File: src/rtl/pool_pkg.sv
// Shared types and helpers for the max-pool
// sequencing controller.
package pool_pkg;

  typedef enum logic [1:0] {
    IDLE,
    FILL,
    DRAIN,
    DONE
  } pool_state_t;

  function automatic int out_dim(
    input int img,
    input int k,
    input int s
  );
    return (img - k) / s + 1;
  endfunction

  function automatic int cw(input int n);
    return (n > 1) ? $clog2(n) : 1;
  endfunction

endpackage

File: src/rtl/pool_pos_cnt.sv
// One raster axis: position, wrap, "window reached"
// flag and stride phase tracked without a divider.
module pool_pos_cnt
  import pool_pkg::*;
#(
  parameter int DIM = 13,
  parameter int K   = 3,
  parameter int S   = 2,
  localparam int W  = cw(DIM),
  localparam int PW = cw(S)
) (
  input  logic clk,
  input  logic rst,
  input  logic i_clr,
  input  logic i_en,
  output logic o_wrap,
  output logic o_ge,
  output logic o_ph0
);

  localparam logic [W-1:0]  LAST  = W'(DIM - 1);
  localparam logic [W-1:0]  KM1   = W'(K - 1);
  localparam logic [PW-1:0] PLAST = PW'(S - 1);

  logic [W-1:0]  r_pos;
  logic [PW-1:0] r_ph;
  logic          w_last;

  assign w_last = (r_pos == LAST);
  assign o_wrap = i_en && w_last;
  assign o_ge   = (r_pos >= KM1);
  assign o_ph0  = (r_ph == '0);

  // phase only runs once the window edge is reached
  always_ff @(posedge clk or negedge rst) begin
    if (!rst) begin
      r_pos <= '0;
      r_ph  <= '0;
    end else if (i_clr) begin
      r_pos <= '0;
      r_ph  <= '0;
    end else if (i_en) begin
      if (w_last) begin
        r_pos <= '0;
        r_ph  <= '0;
      end else begin
        r_pos <= r_pos + 1'b1;
        if (o_ge)
          r_ph <= (r_ph == PLAST) ? '0 : r_ph + 1'b1;
      end
    end
  end

endmodule

File: src/rtl/pool_ctrl.sv
// Max-pool sequencer: raster tracking, window strobe
// and per-image start/ready handshake.
module pool_ctrl
  import pool_pkg::*;
#(
  parameter int IMG_DIM     = 13,
  parameter int KERNEL_DIM  = 3,
  parameter int STRIDE      = 2,
  localparam int OUT_DIM    =
    out_dim(IMG_DIM, KERNEL_DIM, STRIDE),
  localparam int OW         = cw(OUT_DIM * OUT_DIM)
) (
  input  logic          clk,
  input  logic          rst,
  input  logic          i_start,
  output logic          o_ready,
  input  logic          i_pix_we,
  input  logic          i_next_ready,
  output logic          o_next_we,
  output logic [OW-1:0] o_out_idx,
  output logic          o_next_start,
  output logic          o_busy,
  output logic          o_err
);

  pool_state_t r_state;
  pool_state_t w_nxt;

  logic          w_acc;
  logic          w_pix;
  logic          w_win;
  logic          w_err_ev;
  logic          w_ready;
  logic          w_col_wrap;
  logic          w_col_ge;
  logic          w_col_ph0;
  logic          w_row_wrap;
  logic          w_row_ge;
  logic          w_row_ph0;
  logic          r_next_we;
  logic [OW-1:0] r_out_idx;
  logic [OW-1:0] r_out_cnt;
  logic          r_err;

  assign w_acc = (r_state == IDLE)
              && i_start && i_next_ready;
  assign w_pix = (r_state == FILL) && i_pix_we;

  pool_pos_cnt #(
    .DIM (IMG_DIM),
    .K   (KERNEL_DIM),
    .S   (STRIDE)
  ) u_col (
    .clk    (clk),
    .rst    (rst),
    .i_clr  (w_acc),
    .i_en   (w_pix),
    .o_wrap (w_col_wrap),
    .o_ge   (w_col_ge),
    .o_ph0  (w_col_ph0)
  );

  pool_pos_cnt #(
    .DIM (IMG_DIM),
    .K   (KERNEL_DIM),
    .S   (STRIDE)
  ) u_row (
    .clk    (clk),
    .rst    (rst),
    .i_clr  (w_acc),
    .i_en   (w_col_wrap),
    .o_wrap (w_row_wrap),
    .o_ge   (w_row_ge),
    .o_ph0  (w_row_ph0)
  );

  assign w_win = w_pix
              && w_row_ge && w_row_ph0
              && w_col_ge && w_col_ph0;

  assign w_err_ev =
      (i_pix_we && (r_state != FILL))
   || (i_start && (r_state != IDLE));

  // row wrap coincides with the final pixel write
  always_comb begin
    w_nxt   = r_state;
    w_ready = 1'b0;
    unique case (r_state)
      IDLE: begin
        w_ready = i_next_ready;
        if (w_acc)
          w_nxt = FILL;
      end
      FILL: begin
        w_ready = i_next_ready;
        if (w_row_wrap)
          w_nxt = DRAIN;
      end
      DRAIN: w_nxt = DONE;
      DONE:  w_nxt = IDLE;
      default: w_nxt = IDLE;
    endcase
  end

  always_ff @(posedge clk or negedge rst) begin
    if (!rst)
      r_state <= IDLE;
    else
      r_state <= w_nxt;
  end

  always_ff @(posedge clk or negedge rst) begin
    if (!rst) begin
      r_next_we <= 1'b0;
      r_out_idx <= '0;
      r_out_cnt <= '0;
    end else begin
      r_next_we <= w_win;
      if (w_acc)
        r_out_cnt <= '0;
      else if (w_win)
        r_out_cnt <= r_out_cnt + 1'b1;
      if (w_win)
        r_out_idx <= r_out_cnt;
    end
  end

  // a fresh start clears, a same-cycle violation wins
  always_ff @(posedge clk or negedge rst) begin
    if (!rst)
      r_err <= 1'b0;
    else
      r_err <= (r_err && !w_acc) || w_err_ev;
  end

  assign o_ready      = w_ready;
  assign o_next_we    = r_next_we;
  assign o_out_idx    = r_out_idx;
  assign o_next_start = (r_state == DONE);
  assign o_busy       = (r_state != IDLE);
  assign o_err        = r_err;

endmodule

File: config.mk
export PLATFORM = sky130hd
export DESIGN_NAME = pool_ctrl
export DESIGN_NICKNAME = d
export VERILOG_FILES = /design/src/rtl/pool_pkg.sv /design/src/rtl/pool_pos_cnt.sv /design/src/rtl/pool_ctrl.sv
export SDC_FILE = /design/constraint.sdc
export NUM_CORES = 1
export LEC_CHECK = 0
export ABC_AREA = 1
export BUFFER_PORTS_ARGS = -buffer_cell sky130_fd_sc_hd__clkbuf_2
export CAP_MARGIN = 40
export CELL_PAD_IN_SITES_DETAIL_PLACEMENT = 1
export CELL_PAD_IN_SITES_GLOBAL_PLACEMENT = 2
export CORE_UTILIZATION = 35
export DETAILED_ROUTE_END_ITERATION = 10
export PLACE_DENSITY_LB_ADDON = 0.1
export SETUP_SLACK_MARGIN = 0.5
export SLEW_MARGIN = 20
export SYNTH_ARGS = -nofsm -noshare
export SYNTH_HDL_FRONTEND = slang
export SYNTH_SLANG_ARGS = --single-unit
File: constraint.sdc
create_clock -name clk -period 1.9 [get_ports clk]
set_input_delay 0.285 -clock clk [delete_from_list [all_inputs] [get_ports clk]]
set_output_delay 0.285 -clock clk [all_outputs]
set_load 0.05 [all_outputs]
==> flow_summary.ini <==
[die]
io-pin-count = 16
die_w_um = 67.6
core_area_um2 = 4060
initial_standard_cell_utilization_of_the_core = 0.371
floorplan.rows = 23
total_die_area_um2 = 4570
floorplan.die.height_um = 67.6

[cells_and_area]
antenna_fix_cells = 0
finish.net_count = 233
drive_above_1_share = 0.456
syn_to_final_growth_pct = 42.5
layout.cells.non_filler = 265
layout.cell_area.non_filler_um2 = 2140
finalCoreUtilization = 0.529

[timing]
finalWorstPathRequiredPeriod_ps = 1580
worst-slew-pin-transition_ps = 700
setup_total_negative_slack_ps = 0
grt_setup_unrepaired = yes
report.final.setup_viol = 0
fmaxAchievable_mhz = 631
worst_clock_skew_ps = 1.62
relSlewSlack = 0.533
fin_worst_hold_slack_ps = 38.7
final-hold-violation-count = 0
final-max-slew-violation-count = 0
timing.final.crit_share = 0.834

[yosys]
netlist.top_cell.by_area = sky130_fd_sc_hd__dfrtp_1
netlist_top_cells_area = sky130_fd_sc_hd__dfrtp_1 (43%), sky130_fd_sc_hd__nand2_1 (11%), sky130_fd_sc_hd__ha_1 (10%)
syn_area_per_cell_um2 = 8.70
yosys.cell_count.top_type = sky130_fd_sc_hd__nand2_1
synthCells = 173
yosys_warnings = 0
synth-async-reset-ratio = 1.00
ys_dominant_reg_cell = sky130_fd_sc_hd__dfrtp_1
syn_area_um2 = 1510
syn-num-nets = 190
synthDistinctLibCells = 30
synth.ff_latch_count = 26
synth_enable_flop_cells = 0
synth.top_cells.by_count = sky130_fd_sc_hd__nand2_1 (45), sky130_fd_sc_hd__dfrtp_1 (26), sky130_fd_sc_hd__nand3_1 (21)
synth_seq_area_share = 0.432
synth_largest_type_area_fraction = 0.432

[setup_path]
critical_path.startpoint_type = register
r2r_end = u_row.r_ph
worst-endpoint-required_ps = 1620
arrival_ps = 1300
timing.reg2reg.setup_slack_ps = 370
r2r_start = r_state[1]
worst-setup-path-type = reg2out
worstPathMaxFanout = 4
reg2regPathDepth = 9
cp-end-kind = primary output

[pwr]
clk_pwr_share = 0.129
seqPwrFrac = 0.296
power.net_switching_w = 0.00126
p_per_area_nw_per_um2 = 1330
p_leak_nw = 1.07
peakVddDrop_v = 0.000703
internal_power_w = 0.00161
netSwitchingFraction = 0.439
comb_power_share = 0.575

[cts]
hold_buffers = 0
cts.clk_slew.worst_paths_ps = 90
clock_latency_ps = 270
cts_made_buffers = 3
cts_tree = yes
ctsHtreeMaxLevel = 1
ctsRootBufferMaster = sky130_fd_sc_hd__clkbuf_8
clock_sinks = 26
cts_max_path_buffers = 2

[worst_hold_path]
worst_hold_path_type = in2async

[placed_design]
number_of_instances_in_the_placed_design = 235
io_buffer_count = 15
place_area_um2 = 1650
gp_congestion = 0.759
detailed_place_hpwl_mm = 2.53

[detailed_routing]
route.detailed.vias_per_inst = 4.98
antenna_violating_nets_post_route = 0
drt_wl_total_mm = 4.05
total_iterations_of_the_first_detailed_routing_run = 2
route.vias.total = 1320
routedWlPerCell_um = 15.3
iteration_0_drc_count_of_the_detailed_router = 46
drc = 0

[grt]
globalRouteOverflowTotal = 0
largest_net_degree_at_the_start_of_global_routing = 27
grt_pass1_vias = 1338
number_of_antenna_violations_at_the_first_check_in_global_routing = 0
first_pass_grt_wire_length_mm = 6.03
grt_util_all_layers = 0.178

[run_status]
run_status = complete, no violations

[run]
drv_cap = 0
==> logic make-up (layout without fill, tap and decap cells) <==
group / count (synthesis) / count (layout) / synth area share
adders and majority gates: 12 / 12 / 0.0997
DFF: 26 / 26 / 0.432
buffers and inverters: 21 / 63 / 0.0707
AOI/OAI and AO/OA: 15 / 15 / 0.0540
and+or+nand+nor: 94 / 94 / 0.314
xor gates and xnor gates: 5 / 5 / 0.0291
==> stage by stage <==
step	worst slack (ps)	power, W
floorplan	501	0.00165
finish	316	0.00286
global route	277	0.00304
detailed placement	173	0.00188
CTS	319	0.00253
global placement	237	0.00185
==> power groups by stage <==
stage,registers [W],logic (W),clock network (W)
floorplan,0.000904,0.000750,0
global placement,0.000849,0.00100,0
detailed placement,0.000855,0.00103,0
CTS,0.000831,0.00131,0.000384
global route,0.000863,0.00178,0.000400
finish,0.000847,0.00164,0.000370
==> per-layer routing <==
layer,wire (um),vias up,track usage
met1,1700,651,0.199
met5,0,-,0
met2,2220,17,0.337
li1,-,647,-
met4,53,0,0.0718
met3,73,5,0.0203
==> worst max-delay path by stage <==
stage / start / end / slack [ps] / cells past startpoint
floorplan: r_state[0] / u_row.r_ph / 500 / 7
global placement: r_state[0] / u_row.r_ph / 240 / 9
detailed placement: r_state[0] / u_row.r_ph / 170 / 9
CTS: r_state[0] / o_ready / 320 / 4
global route: r_state[1] / o_ready / 280 / 4
finish: r_state[0] / o_ready / 320 / 4
==> state kept, by name, summed over array words and instances, names as in the netlist <==
signal	count
o_out_idx	6
r_out_cnt	6
u_col.r_pos	4
u_row.r_pos	4
r_state	2
o_err	1
o_next_we	1
u_col.r_ph	1
u_row.r_ph	1
==> cell usage in the layout (no fill, tap or decap), types with 5 or more instances in the layout <==
cell type | synthesis | final
sky130_fd_sc_hd__inv_1 | 14 | 6
sky130_fd_sc_hd__inv_2 | 1 | 7
sky130_fd_sc_hd__ha_1 | 12 | 8
sky130_fd_sc_hd__dfrtp_1 | 26 | 25
sky130_fd_sc_hd__buf_6 | 2 | 5
sky130_fd_sc_hd__nand3_2 | 6 | 7
sky130_fd_sc_hd__nand2_2 | 2 | 16
sky130_fd_sc_hd__buf_4 | 1 | 18
sky130_fd_sc_hd__clkbuf_2 | 0 | 12
sky130_fd_sc_hd__o21ai_1 | 1 | 8
sky130_fd_sc_hd__nand3_1 | 21 | 18
sky130_fd_sc_hd__nor2_1 | 8 | 5
sky130_fd_sc_hd__nand2_1 | 45 | 29
==> what timing repair did <==
item | CTS | global route
endpoints found under the setup margin | 27 | 27
gates cloned | 0 | 2
buffers inserted | 14 | 10
resized for setup | 21 | 47
pin swaps | 4 | 9
==> worst max-delay path: stages (launching register included) <==
cell	delay, ps
sky130_fd_sc_hd__dfrtp_2	450
sky130_fd_sc_hd__inv_4	50
sky130_fd_sc_hd__ha_4	180
sky130_fd_sc_hd__o21a_1	190
sky130_fd_sc_hd__buf_8	150
==> area by class of cell <==
type                       instances  area (um2)
inverter                          17        82.6
tap                               50        62.6
timing repair buffer              41         372
multi-input combinational        126         910
clock buffer                       4        55.1
timing repair inverter             1        11.3
fill                             477        1910
sequential                        26         652
Note: power is estimated with default switching activity, not from simulation.
